<file path="config.mk">
export PLATFORM = sky130hd
export DESIGN_NAME = product_accumulator
export DESIGN_NICKNAME = d
export VERILOG_FILES = /design/src/rtl/product_accumulator_pkg.sv /design/src/rtl/term_counter.sv /design/src/rtl/product_accumulator.sv
export SDC_FILE = /design/constraint.sdc
export NUM_CORES = 1
export LEC_CHECK = 0
export BUFFER_PORTS_ARGS = -buffer_cell sky130_fd_sc_hd__buf_2
export CORE_ASPECT_RATIO = 1.2
export CORE_MARGIN = 3
export CORE_UTILIZATION = 40
export DETAILED_ROUTE_END_ITERATION = 7
export MAX_ROUTING_LAYER = met4
export PLACE_DENSITY = 0.62
export SYNTH_ARGS = -nofsm -noshare
export SYNTH_HDL_FRONTEND = slang
export SYNTH_SLANG_ARGS = --single-unit
</file>
<file path="constraint.sdc">
create_clock -name clk -period 3.1 [get_ports clk]
set_clock_uncertainty 0.1 [all_clocks]
set_input_delay 0.62 -clock clk [delete_from_list [all_inputs] [get_ports clk]]
set_output_delay 0.62 -clock clk [all_outputs]
set_load 0.01 [all_outputs]
</file>
<file path="src/rtl/product_accumulator_pkg.sv">
// Shared defaults and FSM state encodings for the product accumulator.
package product_accumulator_pkg;

   localparam int unsigned DefaultN    = 32;
   localparam int unsigned DefaultLenW = 8;
   localparam int unsigned DefaultAccW = 2 * DefaultN + DefaultLenW;

   typedef logic [1:0] state_t;

   // Plain constants keep the encoding visible to legacy tooling.
   localparam state_t StIdle = 2'd0;
   localparam state_t StAcc  = 2'd1;
   localparam state_t StDone = 2'd2;

endpackage

</file>
<file path="src/rtl/term_counter.sv">
// Loadable down-counter tracking how many products are still owed to the current run.
module term_counter #(
   parameter int unsigned Width = 8
) (
   input  logic             clk_i,
   input  logic             rst_i,
   input  logic             load_i,
   input  logic [Width-1:0] load_val_i,
   input  logic             dec_i,
   output logic             is_one_o
);

   logic [Width-1:0] count_q;
   logic [Width-1:0] count_d;

   // Load wins over decrement; the FSM never asserts both together.
   always_comb begin
      count_d = count_q;
      if (load_i) begin
         count_d = load_val_i;
      end else if (dec_i) begin
         count_d = count_q - Width'(1);
      end
   end

   // Count register with synchronous reset.
   always_ff @(posedge clk_i) begin
      if (rst_i) begin
         count_q <= '0;
      end else begin
         count_q <= count_d;
      end
   end

   // Flags the final outstanding term so the FSM can leave ACC on that handshake.
   always_comb begin
      is_one_o = (count_q == Width'(1));
   end

endmodule

</file>
<file path="src/rtl/product_accumulator.sv">
// Sums a requested number of unsigned products streamed from an array multiplier and
// holds the total until the downstream consumer takes it.
module product_accumulator
   import product_accumulator_pkg::*;
#(
   parameter int unsigned N     = DefaultN,
   parameter int unsigned LEN_W = DefaultLenW,
   parameter int unsigned ACC_W = 2 * N + LEN_W
) (
   input  logic             clk,
   input  logic             rst,
   input  logic             start,
   input  logic [LEN_W-1:0] len,
   input  logic             p_valid,
   input  logic [2*N-1:0]   p_data,
   output logic             p_ready,
   output logic             acc_valid,
   output logic [ACC_W-1:0] acc_data,
   input  logic             acc_ready,
   output logic             busy
);

   state_t           state_q;
   state_t           state_d;
   logic [ACC_W-1:0] acc_q;
   logic [ACC_W-1:0] acc_d;
   logic             cnt_load;
   logic             cnt_dec;
   logic             cnt_is_one;

   term_counter #(
      .Width (LEN_W)
   ) u_term_counter (
      .clk_i      (clk),
      .rst_i      (rst),
      .load_i     (cnt_load),
      .load_val_i (len),
      .dec_i      (cnt_dec),
      .is_one_o   (cnt_is_one)
   );

   // Next-state, accumulator update and counter control.
   always_comb begin
      state_d  = state_q;
      acc_d    = acc_q;
      cnt_load = 1'b0;
      cnt_dec  = 1'b0;
      case (state_q)
         StIdle: begin
            if (start) begin
               acc_d = '0;
               if (len != '0) begin
                  cnt_load = 1'b1;
                  state_d  = StAcc;
               end else begin
                  // An empty run still produces a (zero) result for the consumer.
                  state_d = StDone;
               end
            end
         end
         StAcc: begin
            // p_ready is high throughout ACC, so p_valid alone marks a handshake.
            if (p_valid) begin
               acc_d   = acc_q + ACC_W'(p_data);
               cnt_dec = 1'b1;
               if (cnt_is_one) begin
                  state_d = StDone;
               end
            end
         end
         StDone: begin
            if (acc_ready) begin
               state_d = StIdle;
            end
         end
         default: begin
            state_d = StIdle;
         end
      endcase
   end

   // State and accumulator registers; reset discards any product on the same edge.
   always_ff @(posedge clk) begin
      if (rst) begin
         state_q <= StIdle;
         acc_q   <= '0;
      end else begin
         state_q <= state_d;
         acc_q   <= acc_d;
      end
   end

   // Handshake and status outputs decode the state register only.
   always_comb begin
      p_ready   = (state_q == StAcc);
      acc_valid = (state_q == StDone);
      busy      = (state_q != StIdle);
      acc_data  = acc_q;
   end

endmodule

</file>
==> out/metrics.sh <==
RUN_STATUS='complete, no violations'
WL_MM=21.5
MAX_FREQ_MHz=330
YS_FF_LATCH=82
OVERALL_GLOBAL_ROUTING_USAGE=0.229
WORST_SETUP_PATH_END_KIND='register'
GRT_ANTENNA_BEFORE_REPAIR=1
CTS-BUFFERS-INSERTED=9
DRT.ANTENNA.VIOLATING_NETS=0
DRC=0
SYNTH-MAIN-FF-CELL='sky130_fd_sc_hd__dfxtp_1'
POSTCTSHOLDBUFS=0
PERIOD_MINUS_SLACK_NS=3.03
FINISH.INSTANCE_AREA_SQ_UM=9450
POWER.IR.VDD_WORST_mV=0.261
CTSLONGESTPATHBUFFERS=2
STARTPOINT_TYPE='input pin'
NUM_VIAS=7665
SYN_AREA_PER_CELL_SQ_UM=7.57
SLEW_HEADROOM=0.645
FLOORPLAN.DIE.HEIGHT_MICRONS=150
FINAL.PERIOD_UTILIZATION=0.978
AVGVIACOUNTPERCELL=5.42
SYNTH_EDF_COUNT=0
WORSTREG2REGSTART='acc_data[0]'
FLOORPLAN.CORE_AREA_SQ_UM=16500
PLACED_CELLS=1389
TIMING.CRITICAL_PATH.BUF_INV=1
LEAKAGE_nW=4.64
GRT_OVERFLOW_TOTAL=0
CTSHTREEMAXLEVEL=3
NETLIST_AREA_SQ_UM=6870
MAX_SLEW.WORST_PIN.SLEW_NS=0.532
WORSTPATHARRIVAL_NS=3.19
GPL.FINAL_WEIGHTED_CONGESTION=0.984
DIE_WIDTH_MICRONS=126
WORST_PATH_CELL_TRACE='buf_2 -> ha_1 -> a21oi_2 -> o21ai_2 -> a221oi_2 -> o21a_1 -> o21ai_1 -> o2111a_2 -> o211ai_4 -> a21oi_2 -> or3_1 -> a31o_2'
SLOWEST_DELAY_NS=0.36
CTSROOTBUFFERMASTER='sky130_fd_sc_hd__clkbuf_16'
POST-LAYOUT-TOTAL-POWER_W=0.00376
FINAL_NETS=1340
TIMING_WORST_SETUP_PATH_TYPE='input pin to register'
DRTPASS1ITERATIONS=5
WORSTHOLDSTART='acc_data[55]'
RSZ0062_AT_GRT='true'
DIE-AREA_SQ_UM=18800
IO-PIN-COUNT=152
ROWS=51
DRIVE_GT1_FRAC=0.328
CTS_TREE='built'
POST_DP_CELL_AREA_SQ_UM=8970
PATH_CLK_SLEW_NS=0.07
MIN_PATH_CELLS=2
AVGROUTEDWIREPERCELL_MICRONS=15.2
SLEW_VIOLATIONS=0
REG2REG_TO='acc_data[70]'
SYNTHTOLAYOUTAREAGROWTH_PCT=37.6
GRT_FIRST_PASS_WIRELENGTH_MM=34.9
DP_HPWL_MM=17.1
YS_WARN_COUNT=0
SYNTH.NET_COUNT=1051
REG2REG_DEPTH=11
POWER_DENSITY_nW_PER_UM2=398
CRIT_FAMILY='compound AO/OA/AOI/OAI gates'
POST_LAYOUT_NONFILLER_INSTANCES=1414
WORST_EP_REQUIRED_TIME_NS=3.26
FRACTION_OF_REGISTERS_WITH_ASYNC_SET_RESET=0
NUMBER_OF_MAXIMUM_CAPACITANCE_VIOLATIONS=0
SHARE_OF_THE_SYNTHESIZED_AREA_IN_THE_TOP_CELL_TYPE=0.239
SYNTH_CELL_TYPE_COUNT=71
CRITICAL-PATH-SLOWEST-CELL='sky130_fd_sc_hd__a221oi_2'
CPMOSTUSEDCELL='sky130_fd_sc_hd__a21oi_2'
SETUP-VIOLATIONS-FINAL=0
SYNTH_AREA_LEADER_CELL='sky130_fd_sc_hd__dfxtp_1'
NUMPORTBUFFERS=151
INSERTION_DELAY_NS=0.36
NUMCLOCKSINKS=82
SYNTH_TOP_CELLS_BY_COUNT='sky130_fd_sc_hd__nand2_1, sky130_fd_sc_hd__a21oi_1, sky130_fd_sc_hd__dfxtp_1, sky130_fd_sc_hd__nor2_1, sky130_fd_sc_hd__o21ai_0'
MIN-DELAY-PATH-CLASS='register to register'
DRT_ITER0_DRC=349
YOSYSMOSTFREQUENTCELL='sky130_fd_sc_hd__nand2_1'
SYNTH_CELLS=907
HOLD_CRITICAL_PATH_ENDPOINT='acc_data[55]'
CRITPATHMAXFANOUT=4
TIMING.REG2REG.SETUP_SLACK_NS=0.08
SYNTH.YOSYS.SEQ_AREA_SHARE=0.239
GRT_PASS1_VIAS=7529
FINAL_HOLD_VIOL_COUNT=0
STARTING_DENSITY_OF_THE_CORE=0.416
YS_TOP_CELLS_BY_AREA='sky130_fd_sc_hd__dfxtp_1, sky130_fd_sc_hd__ha_1, sky130_fd_sc_hd__nand2_1'
PIN_COUNT_OF_THE_BIGGEST_NET_ENTERING_GLOBAL_ROUTING=30
-- flip-flops by register name (all words and copies together) (netlist names) --
signal and cells:
state_q 2, acc_data 72, u_term_counter.count_q 8
-- timing repair --
action,CTS,global route
setup buffers,2,6
pin swaps,8,15
gates resized for setup,0,32
endpoints found under the setup margin,5,28
-- metrics by stage --
stage / TNS (ns) / hold slack [ns] / worst slack (ns) / utilization
floorplan: -0.675 / 0.344 / -0.209 / -
global placement: -8.64 / 0.355 / -0.431 / 0.543
detailed placement: -10.47 / 0.360 / -0.513 / 0.543
CTS: 0 / 0.370 / 0.00580 / 0.561
global route: -0.190 / 0.391 / -0.0561 / 0.572
finish: 0 / 0.367 / 0.0687 / 0.572
-- layout by cell type, fill, tap and decap left out, types with 5 or more instances in the layout --
cell and count:
sky130_fd_sc_hd__buf_4 171, sky130_fd_sc_hd__buf_2 150, sky130_fd_sc_hd__nand2_1 118, sky130_fd_sc_hd__a21oi_1 80
sky130_fd_sc_hd__dfxtp_1 79, sky130_fd_sc_hd__nor2_1 72, sky130_fd_sc_hd__o21ai_0 65, sky130_fd_sc_hd__ha_1 62
sky130_fd_sc_hd__a21o_1 35, sky130_fd_sc_hd__xor2_1 31, sky130_fd_sc_hd__a22oi_1 30, sky130_fd_sc_hd__xnor2_1 29
sky130_fd_sc_hd__nand3_1 23, sky130_fd_sc_hd__nand4_1 22, sky130_fd_sc_hd__inv_1 18, sky130_fd_sc_hd__nor3_1 15
sky130_fd_sc_hd__nor4_1 13, sky130_fd_sc_hd__o21bai_1 10, sky130_fd_sc_hd__a31oi_1 10, sky130_fd_sc_hd__a21oi_2 9
sky130_fd_sc_hd__o21ai_1 9, sky130_fd_sc_hd__clkbuf_16 9, sky130_fd_sc_hd__nor2b_1 8, sky130_fd_sc_hd__o211ai_1 8
sky130_fd_sc_hd__or2_2 6, sky130_fd_sc_hd__and2_1 6, sky130_fd_sc_hd__o21a_1 6, sky130_fd_sc_hd__o21ai_2 5
sky130_fd_sc_hd__a211oi_1 5, sky130_fd_sc_hd__nand2b_1 5, sky130_fd_sc_hd__or3_1 5
-- how the worst max path moves through the flow --
stage / from / endpoint / slack, ns / cells past startpoint
global placement: p_data[0] / acc_data[64] / -0.43 / 13
global route: acc_data[0] / acc_data[64] / -0.06 / 11
detailed placement: p_data[0] / acc_data[64] / -0.51 / 13
CTS: p_data[0] / acc_data[64] / 0.006 / 13
floorplan: p_data[0] / acc_data[64] / -0.21 / 12
finish: p_data[12] / acc_data[63] / 0.07 / 12
-- power breakdown --
group          leakage (nW)  internal, W  switching [W]
Combinational          3.83     0.000702       0.000798
Sequential            0.670      0.00113      0.0000639
Clock                 0.139     0.000558       0.000510
-- tightest hold or removal path, cell delays in order (launching register included) --
cell                      delay (ns)
sky130_fd_sc_hd__dfxtp_1        0.32
sky130_fd_sc_hd__nand2_1        0.05
sky130_fd_sc_hd__o21ai_1        0.05
-- final cells by class --
| cell class | count | area [sq um] |
|---|---|---|
| Fill cell | 1656 | 7080 |
| Sequential cell | 82 | 1650 |
| Inverter | 19 | 71.3 |
| Antenna cell | 1 | 2.50 |
| Timing Repair Buffer | 322 | 2050 |
| Tap cell | 212 | 265 |
| Clock inverter | 7 | 58.8 |
| Clock buffer | 9 | 225 |
| Multi-Input combinational cell | 762 | 5140 |
-- kinds of logic after synthesis --
group,share of synthesized area
buf+inv,0.0350
fa+ha+maj,0.123
compound gates,0.304
flops,0.239
xor+xnor,0.0765
simple gates,0.216
mux,0.00583
-- routing by layer --
metal / part of all wire / wire [microns] / global-route usage
met5: 0 / 0 / -
met4: 0.021 / 446 / 0.0678
met3: 0.055 / 1180 / 0.0511
met2: 0.48 / 10400 / 0.388
met1: 0.44 / 9460 / 0.272
Note: power is estimated with default switching activity, not from simulation.
